--- config.mk ---
export PLATFORM = sky130hd
export DESIGN_NAME = collision_frame_monitor_flat
export DESIGN_NICKNAME = d
export VERILOG_FILES = /design/src/rtl/collision_frame_monitor_if.sv /design/src/rtl/collision_frame_monitor.sv /design/src/flat_wrapper.sv
export SDC_FILE = /design/constraint.sdc
export NUM_CORES = 1
export LEC_CHECK = 0
export ABC_AREA = 1
export ABC_CLOCK_PERIOD_IN_PS = 6200
export CAP_MARGIN = 0
export CORE_MARGIN = 2
export CORE_UTILIZATION = 38
export DETAILED_ROUTE_END_ITERATION = 10
export PLACE_DENSITY = 0.68
export SLEW_MARGIN = 15
export SYNTH_ARGS = -nofsm -noshare
export SYNTH_HDL_FRONTEND = slang
export SYNTH_SLANG_ARGS = --single-unit
--- constraint.sdc ---
create_clock -name clock -period 6.2 [get_ports clock]
set_input_delay 1.55 -clock clock [delete_from_list [all_inputs] [get_ports clock]]
set_output_delay 1.55 -clock clock [all_outputs]
set_load 0.01 [all_outputs]
--- src/rtl/collision_frame_monitor_if.sv ---
// -----------------------------------------------------------------------------
// collision_frame_monitor_if
//   Bundles the pixel-stream inputs and the per-frame result outputs of
//   collision_frame_monitor. The clock and reset are not part of the bundle.
//
//   master : the producer / consumer side (drives the pixel stream and ack,
//            observes the frame results)
//   slave  : the monitor itself
//
//   pixel_valid     current cycle carries an active-display pixel sample
//   frame_start     one-cycle pulse on the first cycle of a new frame
//   collision_num   signed number of components enabled at this pixel
//   event_ack       clears collision_event
//   frame_total     colliding-pixel count of the last completed frame
//   frame_peak      max collision_num of the last completed frame (sat. 255)
//   frame_count     completed frames since reset (wrapping)
//   frame_done      one-cycle pulse when frame_total/frame_peak update
//   collision_event sticky flag: last latched frame met the threshold
//   hist            per-frame hit history (zero unless COLLISION_HIST_EN)
// -----------------------------------------------------------------------------
interface collision_frame_monitor_if #(
  parameter int COUNT_W = 20,
  parameter int FCNT_W  = 16
);
  logic                pixel_valid;
  logic                frame_start;
  logic signed [31:0]  collision_num;
  logic                event_ack;
  logic [COUNT_W-1:0]  frame_total;
  logic [7:0]          frame_peak;
  logic [FCNT_W-1:0]   frame_count;
  logic                frame_done;
  logic                collision_event;
  logic [7:0]          hist;

  modport master (
    output pixel_valid, frame_start, collision_num, event_ack,
    input  frame_total, frame_peak, frame_count, frame_done,
           collision_event, hist
  );

  modport slave (
    input  pixel_valid, frame_start, collision_num, event_ack,
    output frame_total, frame_peak, frame_count, frame_done,
           collision_event, hist
  );
endinterface

--- src/rtl/collision_frame_monitor.sv ---
// -----------------------------------------------------------------------------
// collision_frame_monitor
//   Consumes the registered per-pixel collision count from the pixel-join
//   stage. Within each frame it counts colliding pixels (count >= 2) in a
//   saturating accumulator and tracks the peak overlap depth. At every
//   frame_start the running results are latched to the outputs, a frame
//   counter advances, and a sticky collision_event is raised when the latched
//   total reaches THRESHOLD.
//
//   Ports : clock, reset (synchronous, active-high), bus (slave modport of
//           collision_frame_monitor_if; see that file for signal meanings).
//   Params: COUNT_W   accumulator / frame_total width (saturating)
//           THRESHOLD minimum latched total that sets collision_event; 0 = off
//           FCNT_W    frame_count width (wrapping)
//   Macro : COLLISION_HIST_EN builds the 8-bit per-frame hit history on hist;
//           without it hist is tied to zero.
// -----------------------------------------------------------------------------
module collision_frame_monitor #(
  parameter int          COUNT_W   = 20,
  parameter int unsigned THRESHOLD = 1,
  parameter int          FCNT_W    = 16
) (
  input logic                     clock,
  input logic                     reset,
  collision_frame_monitor_if.slave bus
);

  typedef enum logic {IDLE, ACCUM} state_t;

  localparam logic [COUNT_W-1:0] ACC_MAX = '1;
  // Threshold compare is done at >= 32 bits so a THRESHOLD wider than the
  // accumulator can never be met instead of being silently truncated.
  localparam int                 CMP_W   = (COUNT_W > 32) ? COUNT_W : 32;
  localparam logic [CMP_W-1:0]   THRESH  = CMP_W'(THRESHOLD);

  state_t             state;
  logic [COUNT_W-1:0] acc;
  logic [7:0]         peak_reg;
  logic [COUNT_W-1:0] frame_total_q;
  logic [7:0]         frame_peak_q;
  logic [FCNT_W-1:0]  frame_count_q;
  logic               frame_done_q;
  logic               event_q;

  // Sanitised sample: negative counts read as zero, peak clamps at 255.
  logic       sample_hit;
  logic [7:0] sample_peak;
  logic       meets_thresh;

  always_comb begin
    // NOTE: every always_comb output gets a default first so no path can
    // leave it unassigned and infer a latch.
    sample_hit  = 1'b0;
    sample_peak = 8'd0;
    if (bus.pixel_valid) begin
      sample_hit = (bus.collision_num >= 32'sd2);
      if (bus.collision_num > 32'sd255)
        sample_peak = 8'd255;
      else if (bus.collision_num > 32'sd0)
        sample_peak = bus.collision_num[7:0];
    end
  end

  assign meets_thresh = (THRESHOLD != 0) && (CMP_W'(acc) >= THRESH);

  always_ff @(posedge clock) begin
    // NOTE: state is updated with non-blocking assignments so every register
    // samples pre-edge values regardless of statement order.
    if (reset) begin
      state         <= IDLE;
      acc           <= '0;
      peak_reg      <= '0;
      frame_total_q <= '0;
      frame_peak_q  <= '0;
      frame_count_q <= '0;
      frame_done_q  <= 1'b0;
      event_q       <= 1'b0;
    end else begin
      frame_done_q <= 1'b0;
      if (bus.event_ack) event_q <= 1'b0;

      case (state)
        IDLE: begin
          if (bus.frame_start) begin
            state    <= ACCUM;
            acc      <= sample_hit ? COUNT_W'(1) : '0;
            peak_reg <= sample_peak;
          end
        end

        ACCUM: begin
          if (bus.frame_start) begin
            frame_total_q <= acc;
            frame_peak_q  <= peak_reg;
            frame_count_q <= frame_count_q + FCNT_W'(1);
            frame_done_q  <= 1'b1;
            // A qualifying latch overrides a same-cycle ack; a
            // non-qualifying one leaves the flag untouched.
            if (meets_thresh) event_q <= 1'b1;
            // The frame_start sample is the first pixel of the new frame.
            acc      <= sample_hit ? COUNT_W'(1) : '0;
            peak_reg <= sample_peak;
          end else begin
            if (sample_hit && acc != ACC_MAX) acc <= acc + COUNT_W'(1);
            if (sample_peak > peak_reg)       peak_reg <= sample_peak;
          end
        end

        default: state <= IDLE;
      endcase
    end
  end

`ifdef COLLISION_HIST_EN
  logic [7:0] hist_q;

  always_ff @(posedge clock) begin
    if (reset)
      hist_q <= '0;
    else if (state == ACCUM && bus.frame_start)
      hist_q <= {hist_q[6:0], (acc != '0)};
  end

  assign bus.hist = hist_q;
`else
  assign bus.hist = 8'd0;
`endif

  assign bus.frame_total     = frame_total_q;
  assign bus.frame_peak      = frame_peak_q;
  assign bus.frame_count     = frame_count_q;
  assign bus.frame_done      = frame_done_q;
  assign bus.collision_event = event_q;

endmodule

--- src/flat_wrapper.sv ---
// flat-port wrapper written by rule: the top's interface ports become plain ports
module collision_frame_monitor_flat 
#(
  parameter int          COUNT_W   = 20,
  parameter int unsigned THRESHOLD = 1,
  parameter int          FCNT_W    = 16
)
  (clock, reset, bus_pixel_valid, bus_frame_start, bus_collision_num, bus_event_ack, bus_frame_total, bus_frame_peak, bus_frame_count, bus_frame_done, bus_collision_event, bus_hist);
  collision_frame_monitor_if #(.COUNT_W(COUNT_W), .FCNT_W(FCNT_W)) bus_i ();
  input logic clock;
  input logic reset;
  input wire logic [$bits(bus_i.pixel_valid)-1:0] bus_pixel_valid;
  input wire logic [$bits(bus_i.frame_start)-1:0] bus_frame_start;
  input wire logic [$bits(bus_i.collision_num)-1:0] bus_collision_num;
  input wire logic [$bits(bus_i.event_ack)-1:0] bus_event_ack;
  output wire logic [$bits(bus_i.frame_total)-1:0] bus_frame_total;
  output wire logic [$bits(bus_i.frame_peak)-1:0] bus_frame_peak;
  output wire logic [$bits(bus_i.frame_count)-1:0] bus_frame_count;
  output wire logic [$bits(bus_i.frame_done)-1:0] bus_frame_done;
  output wire logic [$bits(bus_i.collision_event)-1:0] bus_collision_event;
  output wire logic [$bits(bus_i.hist)-1:0] bus_hist;
  assign bus_i.pixel_valid = bus_pixel_valid;
  assign bus_i.frame_start = bus_frame_start;
  assign bus_i.collision_num = bus_collision_num;
  assign bus_i.event_ack = bus_event_ack;
  assign bus_frame_total = bus_i.frame_total;
  assign bus_frame_peak = bus_i.frame_peak;
  assign bus_frame_count = bus_i.frame_count;
  assign bus_frame_done = bus_i.frame_done;
  assign bus_collision_event = bus_i.collision_event;
  assign bus_hist = bus_i.hist;
  collision_frame_monitor #(.COUNT_W(COUNT_W), .THRESHOLD(THRESHOLD), .FCNT_W(FCNT_W)) u_core (.clock(clock), .reset(reset), .bus(bus_i));
endmodule
* Word level (Yosys, flattened, before mapping) *
Cells that the tools add are included.

word-level totals
  logic and storage cells = 44
  bits in registers = 75
  input port bits = 37
  output and inout bits = 54

operators by class
  $add $sub $neg = 2
  bitwise logic cells = 1
  reductions and logical operators = 5
  eq/ne operators = 4
  muxes and demuxes = 19
  order comparisons = 5

operators by type and width
  operator                 number
  $mux W20                 3
  $mux W8                  6
  $pmux W20 S2             1
  $ge A32 B3 Y1 const B    1
  $gt A32 B1 Y1 const B    1
  $gt A32 B9 Y1 const B    1
  $add A20 B1 Y20 const B  1
  $ge A20 B1 Y1 const B    1
  $ne A20 B20 Y1 const B   1
  $add A16 B1 Y16 const B  1
  $pmux W8 S2              1
  $gt A8 B8 Y1             1
  $mux W1                  8
  $ne A3 B3 Y1 const B     2
  $reduce_and A2 Y1        3
  $ne A2 B2 Y1 const B     1
  $reduce_or A2 Y1         1
  $logic_and A1 B1 Y1      1
  $not A1 Y1               1

* Logic depth before layout (Yosys ltp) *
Gate-level depths: netlist of the first run.

  depth after elaboration = 8
  depth in mapped cells = 20
  depth with buffers taken out = 20

* Least setup slack after synthesis of the first run *
OpenSTA, ideal clock, no wires.

  path kind = input -> register
  from = input bus_collision_num[22]
  to = register u_core.peak_reg[0]
  arrival time = 3.537 ns
  stages = 19
  setup slack = 2.547 ns
  library setup time = 0.116 ns
  buffers on the path = 0
  required time = 6.084 ns
  cell sequence = nor2_1 > nand2_1 > nor2_1 > nand2_1 > inv_1 > nand4_1 > nand3_1 > nand2_1 > nand2_1 > inv_1 > ha_1 > a21oi_1 > nor2_1 > nor2_1 > nand3_1 > nand2_1 > nand2_1 > o21ai_0 > nor2_1

on the way
  longest elaborated chain between the ends = 7
  elaborated cells between the ends (all ways) = 12
  those cells by class = 3 x order compare; 1 x eq/ne; 7 x mux; 1 x reduce/logical

ends and longest elaborated chain
  item                                  line                            RTL
  start: declaration                    flat_wrapper.sv:14              input wire logic [$bits(bus_i.collision_num)-1:0] bus_collision_num;
  $gt A32 B1 Y1                         collision_frame_monitor.sv:59   else if (bus.collision_num > 32'sd0)
  $mux W8                               collision_frame_monitor.sv:59
  $mux W8 *                             collision_frame_monitor.sv:57   if (bus.collision_num > 32'sd255)
  $mux W8 *                             collision_frame_monitor.sv:55   if (bus.pixel_valid) begin
  named net u_core.sample_peak[5]       collision_frame_monitor.sv:47   logic [7:0] sample_peak;
  $gt A8 B8 Y1 *                        collision_frame_monitor.sv:105  if (sample_peak > peak_reg) peak_reg <= sample_peak;
  $ne A3 B3 Y1 (no source line) *       -
  $reduce_and A2 Y1 (no source line) *  -
  end signal: assignment                collision_frame_monitor.sv:87   peak_reg <= sample_peak;
  end signal: assignment                collision_frame_monitor.sv:102  peak_reg <= sample_peak;
  end signal: assignment                collision_frame_monitor.sv:105
  end: declaration                      collision_frame_monitor.sv:38   logic [7:0] peak_reg;

The timed path passes the listed nets; every way through them passes the cells marked *. The select of a mux whose other input is x is not followed.
A chain may end at the register's enable or synchronous reset.

* Worst setup path after layout of the first run *
  from = input bus_collision_num[18]
  to = register u_core.peak_reg[0]

Same word-level chain as after synthesis.

==> summary.md, run 1 <==
| Metric | Value |
|---|---|
| Global-route wire length before repair | `17300 um` |
| Overflow left after global routing | `0` |
| Static power due to leakage | `1.99 nW` |
| Maximum fanout along the worst path | `9` |
| Total setup violations reported at the end of the flow | `0` |
| Number of violations reported at the end of detailed-routing iteration 0 | `197` |
| Fraction of synthesized cell area taken by the top area cell type | `37.3%` |
| Count of instances resized after the clock tree is built | `0` |
| Count of buffers from port buffering | `82` |
| Post-synth cell types | `36` |
| Synth Cell Area | `4030 um^2` |
| Post-synthesis register bit count | `75` |
| Clk_lat worst skew | `350 ps` |
| Synthesized netlist cell count | `608` |
| Filler Cells Inserted | `1033` |
| Tightest Pin Transition | `1020 ps` |
| DP HPWL | `7430 um` |
| Run status | `finished, final reports clean` |
| Boundary pin count | `91` |
| Count of antenna diodes in the layout | `0` |
| Fmax | `239 MHz` |
| Vertical die dimension | `107 um` |
| # Post-CTS Setup Buffers | `0` |
| Cell type contributing the most total cell area after synthesis | `dfxtp_1` |
| Hold_buf cts | `0` |
| Via count of the first global-routing pass | `3806` |
| Clk sink count | `75` |
| Headroom to the max-slew limit | `31.6%` |
| Die area | `11400 um^2` |
| Clk pin slew, worst setup/hold paths | `80 ps` |
| DRT Pass-1 Iters | `5` |
| Largest buffer count on any clock path | `2` |
| Post-synthesis to final-layout area growth | `28.3%` |
| Level count of the clock H-tree | `3` |
| Routability-driven placement congestion ratio | `0.908` |
| P per Cell Area | `230 nW/um^2` |
| Net count reported at finish | `727` |
| Clock Tree Root | `clkbuf_8` |
| Area used by sequential logic in the layout | `1500 um^2` |
| Min-Delay Path Class | `flop to flop` |
| GRT Resource Usage Total | `18.6%` |
| Max VDD drop | `0.101 mV` |
| Pin count of the biggest net entering global routing | `47` |
| Final Critical Period | `4180 ps` |
| Area of the multi-input gates | `2170 um^2` |
| Core Box Area | `10300 um^2` |
| R2R depth | `10` |
| Max Cap Viol | `0` |
| CP Data Required Time | `6440 ps` |
| Horiz. Die Dim | `107 um` |
| Post-route DRC | `0` |
| Synth Warn # | `0` |
| Final Slew Violations | `0` |
| Setup TNS | `0 ps` |
| Most area-consuming cells after synthesis | `dfxtp_1 (37%), nand2_1 (11%), nor2_1 (9.8%)` |
| Drt via density | `4.97` |
| Count of standard-cell rows | `37` |
| CTS tree | `built` |
| Unrepaired setup endpoints after global routing | `no` |
| Kind of critical path | `input port to flop` |
| Initial standard-cell utilization of the core | `39.0%` |
| Library cell with the highest instance count after synthesis | `nand2_1` |
| Number of CTS-inserted buffers | `9` |
| Most frequent cells after synthesis | `nand2_1 (121), nor2_1 (105), dfxtp_1 (75), a21oi_1 (54), inv_1 (53)` |
| Antenna violations before repair | `0` |
| Count of vias placed by the detailed router | `4069` |
| Hold Path Stages | `2` |
| Core occupancy in the finished layout | `50.1%` |
| Fin crit share | `67.5%` |
| Async SR Flop Fraction | `0%` |
| Fraction of final layout cells sized beyond drive strength 1 | `4.39%` |
| Total Wirelength | `10200 um` |
| Final hold violation count | `0` |
| Capturing element type of the critical path | `flop` |
| Fin Clk Skew | `8.86 ps` |
| EDFF count, synth | `0` |
| Dominant synthesized flop cell | `dfxtp_1` |
| Total Power | `1.19 mW` |
| Mapped Avg Cell Area | `6.62 um^2` |
| Mean routed wirelength per cell | `12.5 um` |
| Number of nets with antenna violations after detailed routing | `0` |
| Data arrival time of the worst path | `4420 ps` |
| Part of the Yosys area used for sequential elements | `37.3%` |
| Worst Setup Start Kind | `input port` |
critical path: stages:
cell	delay, ps
clkdlybuf4s50_1	400
nor2_1	110
nand2_1	60
nor2_1	100
nand2_1	80
inv_1	90
nand4_1	230
nand3_1	140
nand2_1	60
nand2_1	80
inv_1	50
ha_1	300
a21oi_1	170
o21ai_0	90
nand2_1	60
nand3_1	60
nand2_1	200
nand2_1	250
o21ai_0	270
nor2_1	60
per-stage QoR:
step,setup slack (ps),std cells,hold slack [ps],area [um^2]
3_3_place_gp,1760,803,461,4890
6_report,2020,819,485,5170
3_5_place_dp,1680,803,475,4890
4_1_cts,2040,819,491,5170
2_1_floorplan,2550,615,453,4050
5_1_grt,1650,819,515,5170
where the power goes:
part / internal (mW) / switching [mW] / leakage, nW
clock: 0.330 / 0.179 / 0.137
sequential: 0.502 / 0.0120 / 0.612
combinational: 0.0724 / 0.0899 / 1.24
total: 0.905 / 0.281 / 1.99
placed cells by master (no fill, tap or decap), types with 3 or more instances in the layout:
cell	n
clkdlybuf4s50_1	82
bufinv_16	4
nand2_1	121
conb_1	8
inv_1	52
o21ai_0	42
a21oi_1	54
nor2_2	3
nor4_1	4
nand4_1	9
dfxtp_1	75
nor3_1	11
nand2_2	3
nor2_1	105
nand3_1	52
xor2_1	8
buf_4	3
ha_1	12
clkbuf_8	11
nor3b_1	3
final cells by class:
class,instances,area share [%]
Multi-Input combinational cell,452,42.0
Sequential cell,75,29.1
Timing Repair Buffer,85,16.3
Inverter,55,4.00
Tap cell,136,3.29
Clock buffer,12,3.00
Clock inverter,4,2.32
logic make-up after synthesis:
kind of cell | after synthesis | share of synthesized area [%]
XOR/XNOR | 9 | 1.96
buffers and inverters | 88 | 9.45
AND/OR/NAND/NOR | 317 | 33.8
adder cells (fa/ha/maj) | 12 | 3.73
AO/OA/AOI/OAI | 106 | 13.6
other | 1 | 0.0931
flip-flops | 75 | 37.3
final timing paths:
path / from / endpoint / slack (ps)
setup / recovery: bus_collision_num[18] / u_core.peak_reg[0] / 2020
hold reg to reg: u_core.bus.collision_event / u_core.bus.collision_event / 480
setup reg to reg: u_core.acc[0] / u_core.acc[8] / 3960
hold / removal: u_core.bus.collision_event / u_core.bus.collision_event / 480
per-layer routing:
metal  routed length [um]  global-route usage, %  part of all wire, %
met4                   97                   4.17                 0.95
met1                 4830                   24.1                   47
met5                    0                      0                    0
met2                 4720                   31.3                   46
met3                  549                   4.68                  5.4
Power figures use the tool's default switching activity.
==> run 2, diff against run 1 <==
- ABC_CLOCK_PERIOD_IN_PS: 6200 -> 4200
- clock period: 6.2 -> 4.2 ns (I/O delays scaled with it)
==> run 2 against run 1 <==
Compared with the run above: combinational power is 49% higher; critical path depth is 1 lower; first-iteration DRC count is 39% higher; register-to-register slack worse by 1800 ps; sequential share of layout area is 0.15 points higher; sequential power is 47% higher; sequential cell count stayed put.
==> summary.md, run 2 (synthesis gave the netlist of run 1 again) <==
| Metric | Value |
|---|---|
| Clk pin slew, worst setup/hold paths | `80 ps (about the same)` |
| Maximum fanout along the worst path | `9 (unchanged)` |
| DP HPWL | `7290 um (-1.8%)` |
| Count of vias placed by the detailed router | `4064 (-0.12%)` |
| Number of nets with antenna violations after detailed routing | `0 (unchanged)` |
| R2R depth | `11 (+1)` |
| CTS tree | `built` |
| Mean routed wirelength per cell | `12.4 um (-0.78%)` |
| Max Cap Viol | `0 (unchanged)` |
| Run status | `finished, final reports clean` |
| Clock Tree Root | `clkbuf_8` |
| Headroom to the max-slew limit | `62.3% (+31 points)` |
| Fin Clk Skew | `8.49 ps (-0.373 ps)` |
| Global-route wire length before repair | `17400 um (+0.28%)` |
| Routability-driven placement congestion ratio | `0.910 (+0.22%)` |
| Count of buffers from port buffering | `82 (unchanged)` |
| Hold Path Stages | `2 (unchanged)` |
| Fraction of final layout cells sized beyond drive strength 1 | `4.81% (+0.42 points)` |
| CP Data Required Time | `4440 ps (-2000 ps)` |
| Static power due to leakage | `1.99 nW (about the same)` |
| Initial standard-cell utilization of the core | `39.0% (unchanged)` |
| Count of instances resized after the clock tree is built | `0 (unchanged)` |
| Max VDD drop | `0.185 mV (+83%)` |
| Core Box Area | `10300 um^2 (unchanged)` |
| Vertical die dimension | `107 um (unchanged)` |
| Antenna violations before repair | `0 (unchanged)` |
| Data arrival time of the worst path | `3920 ps (-500 ps)` |
| GRT Resource Usage Total | `18.5% (-0.056 points)` |
| Worst Setup Start Kind | `input port` |
| Grt met2 use | `30.9% (-0.36 points)` |
| Register-to-register setup slack | `2140 ps (-1820 ps)` |
| Largest buffer count on any clock path | `2 (unchanged)` |
| Count of standard-cell rows | `37 (unchanged)` |
| Post-route DRC | `0 (unchanged)` |
| Unrepaired setup endpoints after global routing | `no` |
| # Post-CTS Setup Buffers | `0 (unchanged)` |
| Boundary pin count | `91 (unchanged)` |
| Hold_buf cts | `0 (unchanged)` |
| Met1 Track Usage GR | `24.4% (+0.32 points)` |
| Delay of the slowest critical-path stage | `440 ps (+40 ps)` |
| Destination of the worst hold path | `u_core.bus.collision_event` |
| Total setup violations reported at the end of the flow | `0 (unchanged)` |
| Critical register-to-register path endpoint | `u_core.acc[14]` |
| Kind of critical path | `input port to flop` |
| Startpoint of the most critical register-to-register path | `u_core.acc[0]` |
| Via count of the first global-routing pass | `3780 (-0.68%)` |
| Slowest-stage cell, CP | `clkdlybuf4s50_1` |
| Busiest layer in global routing | `met2` |
| Post-synthesis to final-layout area growth | `27.7%` |
| Tightest Pin Transition | `564 ps (-455 ps)` |
| Number of standard cells in the final layout excluding fillers | `822 (+0.37%)` |
| Number of CTS-inserted buffers | `9 (unchanged)` |
| Fmax | `271 MHz` |
| Placed insts | `806 (+0.37%)` |
| Net count reported at finish | `730 (+0.41%)` |
| Clk_lat worst skew | `350 ps (about the same)` |
| Final Critical Period | `3680 ps` |
| Hold_sp | `u_core.bus.collision_event` |
| Final hold violation count | `0 (unchanged)` |
| Most common library cell in the layout ignoring fill and taps | `nand2_1` |
| Level count of the clock H-tree | `3 (unchanged)` |
| Number of violations reported at the end of detailed-routing iteration 0 | `273 (+39%)` |
| Fin crit share | `87.7%` |
| Drt via density | `4.94 (-0.49%)` |
| Count of antenna diodes in the layout | `0 (unchanged)` |
| Series of cell instances along the critical path | `clkdlybuf4s50_1 > nor2_1 > nand2_1 > nor2_1 > nand2_1 > inv_1 > nand4_1 > nand3_1 > nand2_1 > nand2_1 > inv_1 > ha_1 > nand2_1 > nor3_1 > a31oi_1 > nand2_1 > nand2_1 > o21ai_0 > nor2_1` |
| Crit-path most repeated cell | `nand2_1` |
| Die area | `11400 um^2 (unchanged)` |
| Total Wirelength | `10200 um (-0.41%)` |
| Min-Delay Path Class | `flop to flop` |
| Final Slew Violations | `0 (unchanged)` |
| Capturing element type of the critical path | `flop` |
| Horiz. Die Dim | `107 um (unchanged)` |
| Clk sink count | `75 (unchanged)` |
| DRT Pass-1 Iters | `5 (unchanged)` |
| Highest-count cells in the layout ignoring fill and taps | `nand2_1 (121), nor2_1 (105), clkdlybuf4s50_1 (82)` |
| Overflow left after global routing | `0 (unchanged)` |
| P per Cell Area | `317 nW/um^2 (+38%)` |
| Pin count of the biggest net entering global routing | `53 (+13%)` |
| Setup TNS | `0 ps (unchanged)` |
| Filler Cells Inserted | `1017 (-1.5%)` |
| Global routing met3 resource utilization | `3.83% (-0.85 points)` |
==> run 2: how the worst max path moves through the flow <==
| stage | startpoint | endpoint | cells after the start |
|---|---|---|---|
| 2_1_floorplan | bus_collision_num[22] | u_core.peak_reg[0] | 19 |
| 3_3_place_gp | bus_collision_num[31] | u_core.peak_reg[0] | 20 |
| 3_5_place_dp | bus_collision_num[31] | u_core.peak_reg[0] | 19 |
| 4_1_cts | bus_collision_num[31] | u_core.peak_reg[0] | 19 |
| 5_1_grt | bus_collision_num[31] | u_core.peak_reg[0] | 19 |
| 6_report | bus_collision_num[31] | u_core.peak_reg[0] | 19 |
==> run 2: metal layers <==
layer	vias up	wire length, um
met5	-	0
met4	0	110
met3	11	542
met2	116	4720
met1	1827	4790
li1	2110	-
==> run 2: critical path, delay by kind of cell <==
family                     cells  cell delay [ps]
AOI/OAI and AO/OA              2              330
adders and majority gates      1              280
buffers and inverters          3              580
and+or+nand+nor               13             1660
==> run 2: layout make-up <==
type,count,area (um^2),share of cell area [%]
Inverter,55,206,4.02
Multi-Input combinational cell,452,2170,42.2
Clock inverter,5,75.1,1.46
Tap cell,136,170,3.31
Sequential cell,75,1500,29.2
Timing Repair Buffer,88,866,16.8
Clock buffer,11,151,2.94
==> run 2: stage by stage <==
step | utilization [%] | hold WS (ps) | power, mW | cell area (um^2) | worst slack, ps
3_5_place_dp | 47.6 | 467 | 1.02 | 4910 | 226
2_1_floorplan | - | 453 | 0.916 | 4050 | 1050
6_report | 49.8 | 480 | 1.63 | 5140 | 516
5_1_grt | 49.8 | 487 | 1.71 | 5140 | 148
4_1_cts | 49.8 | 479 | 1.64 | 5140 | 576
3_3_place_gp | 47.6 | 460 | 1.01 | 4910 | 305
==> run 2: report_power, final <==
group	total, mW	switching [mW]	internal [mW]
clock network	0.630	0.266	0.364
logic	0.241	0.132	0.109
registers	0.758	0.0176	0.741
total	1.63	0.415	1.21
==> run 3, diff against run 2 <==
- CORE_ASPECT_RATIO: unset -> 2
==> run 3 against run 2 <==
Compared with the run above: sequential cell count unchanged; count of clock-buffer cells in the layout shrank 1; clock power increased by 23%; worst hold slack got worse by 5.3 ps; critical path type unchanged.
==> summary.md, run 3 (synthesis gave the netlist of run 1 again) <==
| Metric | Value |
|---|---|
| Clock power frac | `43.5% (+4.8 points)` |
| Area used by sequential logic in the layout | `1500 um^2 (unchanged)` |
| Beginning of the critical path | `bus_collision_num[31]` |
| Clk sink count | `75 (unchanged)` |
| Headroom to the max-slew limit | `51.1% (-11 points)` |
| P per Cell Area | `340 nW/um^2 (+7.4%)` |
| Number of CTS-inserted buffers | `9 (unchanged)` |
| Max VDD drop | `0.278 mV (+51%)` |
| Count of standard-cell rows | `53 (+43%)` |
| Clock Tree Root | `clkbuf_16` |
| Final standard cell area without fillers | `5220 um^2 (+1.5%)` |
| Highest-count cells in the layout ignoring fill and taps | `nand2_1 (121), nor2_1 (105), clkdlybuf4s50_1 (82)` |
| Total setup violations reported at the end of the flow | `0 (unchanged)` |
| Startpoint of the most critical register-to-register path | `u_core.acc[0]` |
| Count of vias placed by the detailed router | `4080 (+0.39%)` |
| Number of nets with antenna violations after detailed routing | `0 (unchanged)` |
| Slowest-stage cell, CP | `clkdlybuf4s50_1` |
| Fraction of final layout cells sized beyond drive strength 1 | `4.67% (-0.14 points)` |
| Most common library cell in the layout ignoring fill and taps | `nand2_1` |
| Switching share of power | `25.3% (-0.19 points)` |
| Setup TNS | `0 ps (unchanged)` |
| Global-route wire length before repair | `17500 um (+0.75%)` |
| Final Slew Violations | `0 (unchanged)` |
| Final Critical Period | `3690 ps (+4.98 ps)` |
| Antenna violations before repair | `0 (unchanged)` |
| Tightest Pin Transition | `733 ps (+169 ps)` |
| Series of cell instances along the critical path | `clkdlybuf4s50_1 > nor2_1 > nand2_1 > nor2_1 > nand2_1 > inv_1 > nand4_1 > nand3_1 > nand2_1 > nand2_1 > inv_1 > ha_1 > nand2_1 > nor3_1 > a31oi_1 > nand2_1 > nand2_1 > o21ai_0 > nor2_1` |
| Die area | `11500 um^2 (+0.43%)` |
| GRT Resource Usage Total | `18.8% (+0.29 points)` |
| Pin count of the biggest net entering global routing | `46 (-13%)` |
| Post-route DRC | `0 (unchanged)` |
| Initial standard-cell utilization of the core | `38.7% (-0.33 points)` |
| Crit-path most repeated cell | `nand2_1` |
| Filler Cells Inserted | `1059 (+4.1%)` |
| Largest buffer count on any clock path | `2 (unchanged)` |
| Clk_lat worst skew | `340 ps (about the same)` |
| Kind of critical path | `input port to flop` |
| Routability-driven placement congestion ratio | `0.938 (+3.1%)` |
| Delay of the slowest critical-path stage | `450 ps (about the same)` |
| Hold_buf cts | `0 (unchanged)` |
| # Post-CTS Setup Buffers | `0 (unchanged)` |
| Number of violations reported at the end of detailed-routing iteration 0 | `205 (-25%)` |
| Unrepaired setup endpoints after global routing | `no` |
| Static power due to leakage | `2.02 nW (+1.3%)` |
| Min-Delay Path Class | `flop to flop` |
| DP HPWL | `8060 um (+11%)` |
| Level count of the clock H-tree | `3 (unchanged)` |
| Capturing element type of the critical path | `flop` |
| Total Wirelength | `10800 um (+6.1%)` |
| Vertical die dimension | `150 um (+40%)` |
| Sw power | `0.449 mW (+8.2%)` |
| DRT Pass-1 Iters | `5 (unchanged)` |
| Number of standard cells in the final layout excluding fillers | `822 (unchanged)` |
| Overflow left after global routing | `0 (unchanged)` |
| Via count of the first global-routing pass | `3828 (+1.3%)` |
| Net count reported at finish | `730 (unchanged)` |
| Count of instances resized after the clock tree is built | `0 (unchanged)` |
| Placed insts | `807 (+0.12%)` |
| Post-synthesis to final-layout area growth | `29.6%` |
| Final hold violation count | `0 (unchanged)` |
| Mean routed wirelength per cell | `13.1 um (+6.1%)` |
| Clk pin slew, worst setup/hold paths | `60 ps (-20 ps)` |
| Fmax | `271 MHz (-0.13%)` |
| CTS tree | `built` |
| Fin crit share | `87.8% (+0.12 points)` |
| Boundary pin count | `91 (unchanged)` |
| Fin Clk Skew | `4.94 ps (-3.55 ps)` |
| Max Cap Viol | `0 (unchanged)` |
| Core Box Area | `10400 um^2 (+0.85%)` |
| Maximum fanout along the worst path | `9 (unchanged)` |
| Worst Setup Start Kind | `input port` |
| Run status | `finished, final reports clean` |
| Area of the multi-input gates | `2170 um^2 (unchanged)` |
| Count of antenna diodes in the layout | `0 (unchanged)` |
| Count of buffers from port buffering | `82 (unchanged)` |
| Internal power component | `1.33 mW (+9.3%)` |
| Data arrival time of the worst path | `3920 ps (about the same)` |
| Hold_sp | `u_core.bus.collision_event` |
| Drt via density | `4.96 (+0.39%)` |
| Relative contribution of sequential cells to total power | `42.9% (-3.7 points)` |
| Horiz. Die Dim | `76.8 um (-28%)` |
| Post-place instance area | `4920 um^2 (about the same)` |
| CP Data Required Time | `4430 ps (about the same)` |
| Core occupancy in the finished layout | `50.1% (+0.33 points)` |
| Comb power frac | `13.7% (-1.1 points)` |
==> run 3: cell types whose count changed in the layout (fill, tap and decap cells not counted) <==
cell / change
clkbuf_8: -10
clkbuf_16: +9
clkinv_2: -3
clkinv_4: +3
bufinv_16: -1
clkinvlp_4: +1
==> run 3: stage by stage <==
step	total power, mW	setup WS (ps)	hold slack, ps
after floorplan	0.916	1050	453
after global placement	1.02	289	463
after detailed placement	1.02	190	466
after CTS	1.79	540	477
after global routing	1.85	223	516
final	1.78	511	474
==> run 3: worst max-delay path, delay by kind of cell <==
kind / cells / cell delay [ps]
and+or+nand+nor: 13 / 1660
AOI/OAI and AO/OA: 2 / 340
adders and majority gates: 1 / 290
buffers and inverters: 3 / 600
==> run 3: cell type report <==
type / instances / area share (%)
multi-input cells: 452 / 41.6
flip-flops and latches: 75 / 28.8
repair buffers: 88 / 16.6
well taps: 137 / 3.28
clock buffers: 10 / 4.58
clock inverters: 5 / 1.22
inverters: 55 / 3.96
==> run 3: worst paths after layout <==
kind / endpoint / slack [ps] / cells past startpoint
worst min-delay path: u_core.bus.collision_event / 470 / 2
worst min register to register: u_core.bus.collision_event / 470 / 2
worst max register to register: u_core.acc[5] / 2110 / 12
worst max-delay path: u_core.peak_reg[0] / 510 / 19
==> run 3: power groups by stage <==
| stage | logic [mW] | registers [mW] | clock network, mW |
|---|---|---|---|
| finish | 0.243 | 0.761 | 0.772 |
| global route | 0.272 | 0.765 | 0.813 |
| CTS | 0.244 | 0.761 | 0.785 |
| detailed placement | 0.243 | 0.776 | 0 |
| global placement | 0.240 | 0.776 | 0 |
| floorplan | 0.135 | 0.781 | 0 |
==> run 3: per-layer routing <==
layer / vias up / global-route usage [%] / part of all wire [%]
met5: - / 0 / 0
met4: 0 / 9.55 / 2.9
met3: 22 / 3.50 / 4.8
met2: 120 / 36.4 / 54
met1: 1831 / 18.7 / 39
li1: 2107 / - / -
